`config.mk`:
```
export PLATFORM = sky130hd
export DESIGN_NAME = mod_memarb
export DESIGN_NICKNAME = d
export VERILOG_FILES = /design/src/rtl/mod_memarb_pkg.sv /design/src/rtl/mod_memarb.sv
export SDC_FILE = /design/constraint.sdc
export NUM_CORES = 1
export LEC_CHECK = 0
export ABC_AREA = 1
export CAP_MARGIN = 40
export CORE_MARGIN = 2
export CORE_UTILIZATION = 36
export DETAILED_ROUTE_END_ITERATION = 10
export GPL_ROUTABILITY_DRIVEN = 0
export PLACE_DENSITY = 0.78
export SKIP_CTS_REPAIR_TIMING = 1
export SYNTH_ARGS = -nofsm -noshare
export SYNTH_HDL_FRONTEND = slang
export SYNTH_SLANG_ARGS = --single-unit
```
`constraint.sdc`:
```
create_clock -name clk -period 1.6 [get_ports clk]
set_input_delay 0.16 -clock clk [delete_from_list [all_inputs] [get_ports clk]]
set_output_delay 0.16 -clock clk [all_outputs]
set_load 0.02 [all_outputs]
```
`src/rtl/mod_memarb_pkg.sv`:
```
// Shared encodings for the single-port memory arbiter.
// State, grant-owner and read/write command definitions.
package mod_memarb_pkg;

   typedef enum logic [1:0] {
      IDLE = 2'd0,
      WAIT = 2'd1,
      DONE = 2'd2
   } state_t;

   typedef enum logic {
      OWN_I = 1'b0,
      OWN_D = 1'b1
   } own_t;

   localparam int DRW_RD = 0;
   localparam int DRW_WR = 1;

   localparam logic [1:0] CMD_RD = 2'b01;
   localparam logic [1:0] CMD_WR = 2'b10;

   // 2'b11 resolves to a write, 2'b00 to a read.
   function automatic logic drw_is_write(input logic [1:0] drw);
      return drw[DRW_WR] || (drw == 2'b11);
   endfunction

   // Memory command actually issued for a data-port request.
   function automatic logic [1:0] drw_cmd(input logic [1:0] drw);
      return drw_is_write(drw) ? CMD_WR : CMD_RD;
   endfunction

endpackage

```
`src/rtl/mod_memarb.sv`:
```
// Arbiter/sequencer sharing one single-port memory between
// the instruction-fetch port and the data port.
import mod_memarb_pkg::*;

module mod_memarb #(
   parameter int LAT        = 1,
   parameter int STARVE_MAX = 3
) (
   input  logic        clk,
   input  logic        rst,
   input  logic        i_req,
   input  logic [31:0] i_addr,
   output logic        i_ack,
   output logic [31:0] i_data,
   input  logic        d_req,
   input  logic [31:0] d_addr,
   input  logic [1:0]  d_drw,
   input  logic [31:0] d_din,
   output logic        d_ack,
   output logic [31:0] d_data,
   output logic        m_en,
   output logic [31:0] m_addr,
   output logic [1:0]  m_drw,
   output logic [31:0] m_din,
   input  logic [31:0] m_dout,
   output logic        busy
);

   localparam logic [2:0] LAT_M1 = 3'(LAT - 1);
   localparam logic [3:0] SMAX   = 4'(STARVE_MAX);

   state_t     state_q;
   state_t     state_n;
   logic [2:0] cnt_q;
   logic [2:0] cnt_n;
   logic [3:0] starve_q;
   logic [3:0] starve_n;
   own_t       own_q;
   own_t       own_n;
   logic       wr_q;
   logic       wr_n;
   logic       cap;
   logic       req_any;
   logic       pick_d;
   logic       d_wr;

   // Grant selection: data wins unless instruction fetch is starved.
   always_comb begin
      req_any = i_req | d_req;
      pick_d  = d_req & ~(i_req & (starve_q == SMAX));
      d_wr    = drw_is_write(d_drw);
   end

   // Next-state, memory strobe and ack generation.
   always_comb begin
      state_n  = state_q;
      cnt_n    = cnt_q;
      starve_n = starve_q;
      own_n    = own_q;
      wr_n     = wr_q;
      cap      = 1'b0;
      m_en     = 1'b0;
      m_addr   = '0;
      m_drw    = '0;
      m_din    = '0;
      i_ack    = 1'b0;
      d_ack    = 1'b0;
      unique case (state_q)
         IDLE: begin
            if (req_any && rst) begin
               m_en = 1'b1;
               if (pick_d) begin
                  own_n  = OWN_D;
                  wr_n   = d_wr;
                  m_addr = d_addr;
                  m_drw  = drw_cmd(d_drw);
                  m_din  = d_din;
                  if (i_req && (starve_q < SMAX))
                     starve_n = starve_q + 4'd1;
               end else begin
                  own_n    = OWN_I;
                  wr_n     = 1'b0;
                  m_addr   = i_addr;
                  m_drw    = CMD_RD;
                  starve_n = '0;
               end
               if (wr_n) begin
                  state_n = DONE;
               end else begin
                  state_n = WAIT;
                  cnt_n   = LAT_M1;
               end
            end
         end
         WAIT: begin
            if (cnt_q == 3'd0) begin
               cap     = 1'b1;
               state_n = DONE;
            end else begin
               cnt_n = cnt_q - 3'd1;
            end
         end
         DONE: begin
            i_ack   = (own_q == OWN_I);
            d_ack   = (own_q == OWN_D);
            state_n = IDLE;
         end
         default: begin
            state_n = IDLE;
         end
      endcase
   end

   // Sequencer state, latency counter and starvation counter.
   always_ff @(posedge clk or negedge rst) begin
      if (!rst) begin
         state_q  <= IDLE;
         cnt_q    <= '0;
         starve_q <= '0;
         own_q    <= OWN_I;
         wr_q     <= 1'b0;
      end else begin
         state_q  <= state_n;
         cnt_q    <= cnt_n;
         starve_q <= starve_n;
         own_q    <= own_n;
         wr_q     <= wr_n;
      end
   end

   // Read data lands only in the register of the port that owns the read.
   always_ff @(posedge clk or negedge rst) begin
      if (!rst) begin
         i_data <= '0;
         d_data <= '0;
      end else if (cap) begin
         if (own_q == OWN_D)
            d_data <= m_dout;
         else
            i_data <= m_dout;
      end
   end

   assign busy = (state_q != IDLE);

endmodule

```
==> impl_metrics.env <==
export IMPL_wl_per_cell_um=13.93
export IMPL_worst_slack_ns=-0.3628
export IMPL_avgSynthCellArea_um2=8.247
export IMPL_finalSetupViolCount=67
export IMPL_clk_latency_ns=0.34
export IMPL_start_util=0.3668
export IMPL_synthCells=480
export IMPL_route_antenna_remaining_nets=0
export IMPL_final_common_cell="clkdlybuf4s50_1"
export IMPL_setup_tns_ns=-20.51
export IMPL_endpoint_kind="primary output"
export IMPL_drv_cap=0
export IMPL_top_usage_layer="met2"
export IMPL_slew_headroom=0.7545
export IMPL_clk_pin_slew_ns=0.08
export IMPL_grt_pass1_vias=4051
export IMPL_nets=910
export IMPL_finalNonFillerCells=919
export IMPL_netlist_area_um2=3959
export IMPL_n_fill_cell=876
export IMPL_drtIter0Drc=264
export IMPL_layout_common_cells="clkdlybuf4s50_1 (195), nand2_1 (79), inv_1 (78)"
export IMPL_core_area_um2=10790
export IMPL_io_pin_count=268
export IMPL_p_leak_nw=3.618
export IMPL_synth_cell_type_count=20
export IMPL_antenna_found_initial=1
export IMPL_status="finished with violations"
export IMPL_die_area_um2=11850
export IMPL_die_height_um=108.9
export IMPL_yosys_area_share_xor_xnor=0
export IMPL_drive_gt1_frac=0.3149
export IMPL_worstMarginPinSlew_ns=0.3657
export IMPL_grt_usage=0.2030
export IMPL_critical_path_max_fanout=11
export IMPL_fin_crit_ns=1.963
export IMPL_hold_class="in -> async"
export IMPL_drt_total_wl_mm=12.80
export IMPL_cts_root_buf="clkbuf_8"
export IMPL_cp_required_ns=1.44
export IMPL_fin_util=0.6798
export IMPL_num_vias=4143
export IMPL_cts_sinks=74
export IMPL_worstPathArrival_ns=1.80
export IMPL_synth_nets=617
export IMPL_drv_slew=0
export IMPL_rsz0062_at_grt="true"
export IMPL_gr_usage_met3=0.05439
export IMPL_area_growth_pct=85.34
export IMPL_yosysSeqAreaShare=0.4678
export IMPL_grt_max_degree=65
export IMPL_yosys_warnings=0
export IMPL_p_total_mw=11.79
export IMPL_fin_crit_sh=1.227
export IMPL_violations="setup timing"
export IMPL_synth_compound_area_frac=0.1843
export IMPL_via_per_inst=4.508
export IMPL_hold_violations=0
export IMPL_cts_tree="done"
export IMPL_crit_type="reg -> out"
export IMPL_rows=38
export IMPL_powerDensity_nw_per_um2=1608
export IMPL_port_buffers=266
export IMPL_synth_top_family_by_area="simple AND/OR/NAND/NOR gates"
export IMPL_gr_usage_met2=0.3580
export IMPL_place_area_um2=6995
export IMPL_synth_mux_area_frac=0
export IMPL_hpwl_mm=9.888
export IMPL_grt_util_met1=0.2447
export IMPL_ys_ff_latch=74
export IMPL_die_x_um=108.9
export IMPL_synth_fa_ha_area_frac=0.009482
export IMPL_numCtsBuffers=9
export IMPL_fmax_mhz=509.5
export IMPL_grt_first_pass_wirelength_mm=19.14
export IMPL_finalClockSkew_ns=0.01724
export IMPL_drtPass1Iterations=4
export IMPL_max_vdd_ir_drop_mv=1.053
export IMPL_start_kind="register"
export IMPL_htree_levels=3
export IMPL_drc=0
export IMPL_synthSimpleGateAreaFrac=0.2064
export IMPL_fin_area_um2=7337
export IMPL_gr_total_overflow=0
export IMPL_placedCellCount=894
export IMPL_cts_buffer_depth=2
-- power by group --
| group | internal [mW] | leakage (nW) | switching, mW |
|---|---|---|---|
| logic | 3.33 | 2.61 | 3.67 |
| registers | 2.79 | 0.903 | 0.495 |
| clock network | 0.852 | 0.106 | 0.663 |
| total | 6.97 | 3.62 | 4.83 |
-- worst paths after layout --
check / start / end / slack [ns] / cells after the start
setup / recovery: starve_q[0] / m_din[4] / -0.36 / 10
hold / removal: rst / starve_q[0] / 0.31 / 3
setup reg to reg: cnt_q[0] / i_data[28] / 0.14 / 7
hold reg to reg: i_data[0] / i_data[0] / 0.48 / 2
max in group asynchronous: rst / i_data[0] / 0.72 / 4
min in group clk: m_dout[5] / d_data[5] / 0.41 / 3
-- critical path, stage by stage (launching register included) --
cell and delay (ns):
dfrtp_1 0.39, ha_2 0.18, nand2_1 0.06, inv_1 0.05, nand2_2 0.08, nand2_4 0.09, inv_8 0.11, nand2_8 0.08
clkbuf_16 0.17, nor2_2 0.11, buf_6 0.14
-- cells by family (layout without fill, tap and decap cells) --
group | count (synthesis) | in the layout
simple gates | 198 | 199
buf+inv | 105 | 402
compound gates | 100 | 100
flops | 74 | 74
fa+ha+maj | 3 | 3
other cells | 0 | 1
-- sequential cells by signal, summed over array words and instances, names as in the netlist --
register,count
starve_q,4
own_q,1
i_data,32
cnt_q,3
state_q,2
d_data,32
-- metal layers --
metal / vias to the layer above / wire [µm]
li1: 2072 / -
met1: 1894 / 5105
met2: 163 / 6589
met3: 14 / 962
met4: 0 / 144
met5: - / 0
-- through the flow --
stage / setup slack [ns] / hold WS [ns]
finish: -0.3628 / 0.3145
floorplan: -0.009228 / -0.1356
CTS: -0.9843 / -0.2300
detailed placement: -0.6410 / 0.1428
global route: -0.4991 / 0.3337
global placement: -0.6152 / 0.4632
-- cell usage after synthesis --
library cell	n	area, µm²
o21ai_2	61	534.3
nor2_4	1	11.26
nor2_8	1	20.02
o21ai_1	5	25.02
nand2_1	82	307.8
buf_6	15	168.9
nand4_1	3	18.77
inv_1	78	292.8
buf_2	4	20.02
nand2_4	1	11.26
buf_4	3	22.52
ha_1	3	37.54
clkbuf_1	2	7.510
nor2_1	102	382.9
nand3_1	4	20.02
nand3_4	2	35.03
inv_2	3	11.26
dfrtp_1	74	1852
o21ai_0	34	170.2
nor3_1	2	10.01
-- cell type report --
| class | instances | area, µm² | share of cell area |
|---|---|---|---|
| timing repair buffer | 305 | 2997 | 0.4084 |
| tap | 140 | 175.2 | 0.02387 |
| clock buffer | 13 | 168.9 | 0.02302 |
| inverter | 81 | 311.5 | 0.04246 |
| multi-input combinational | 302 | 1784 | 0.2432 |
| clock inverter | 3 | 46.29 | 0.006310 |
| sequential | 74 | 1852 | 0.2524 |
| antenna | 1 | 2.502 | 0.0003411 |
Power figures use the tool's default switching activity.
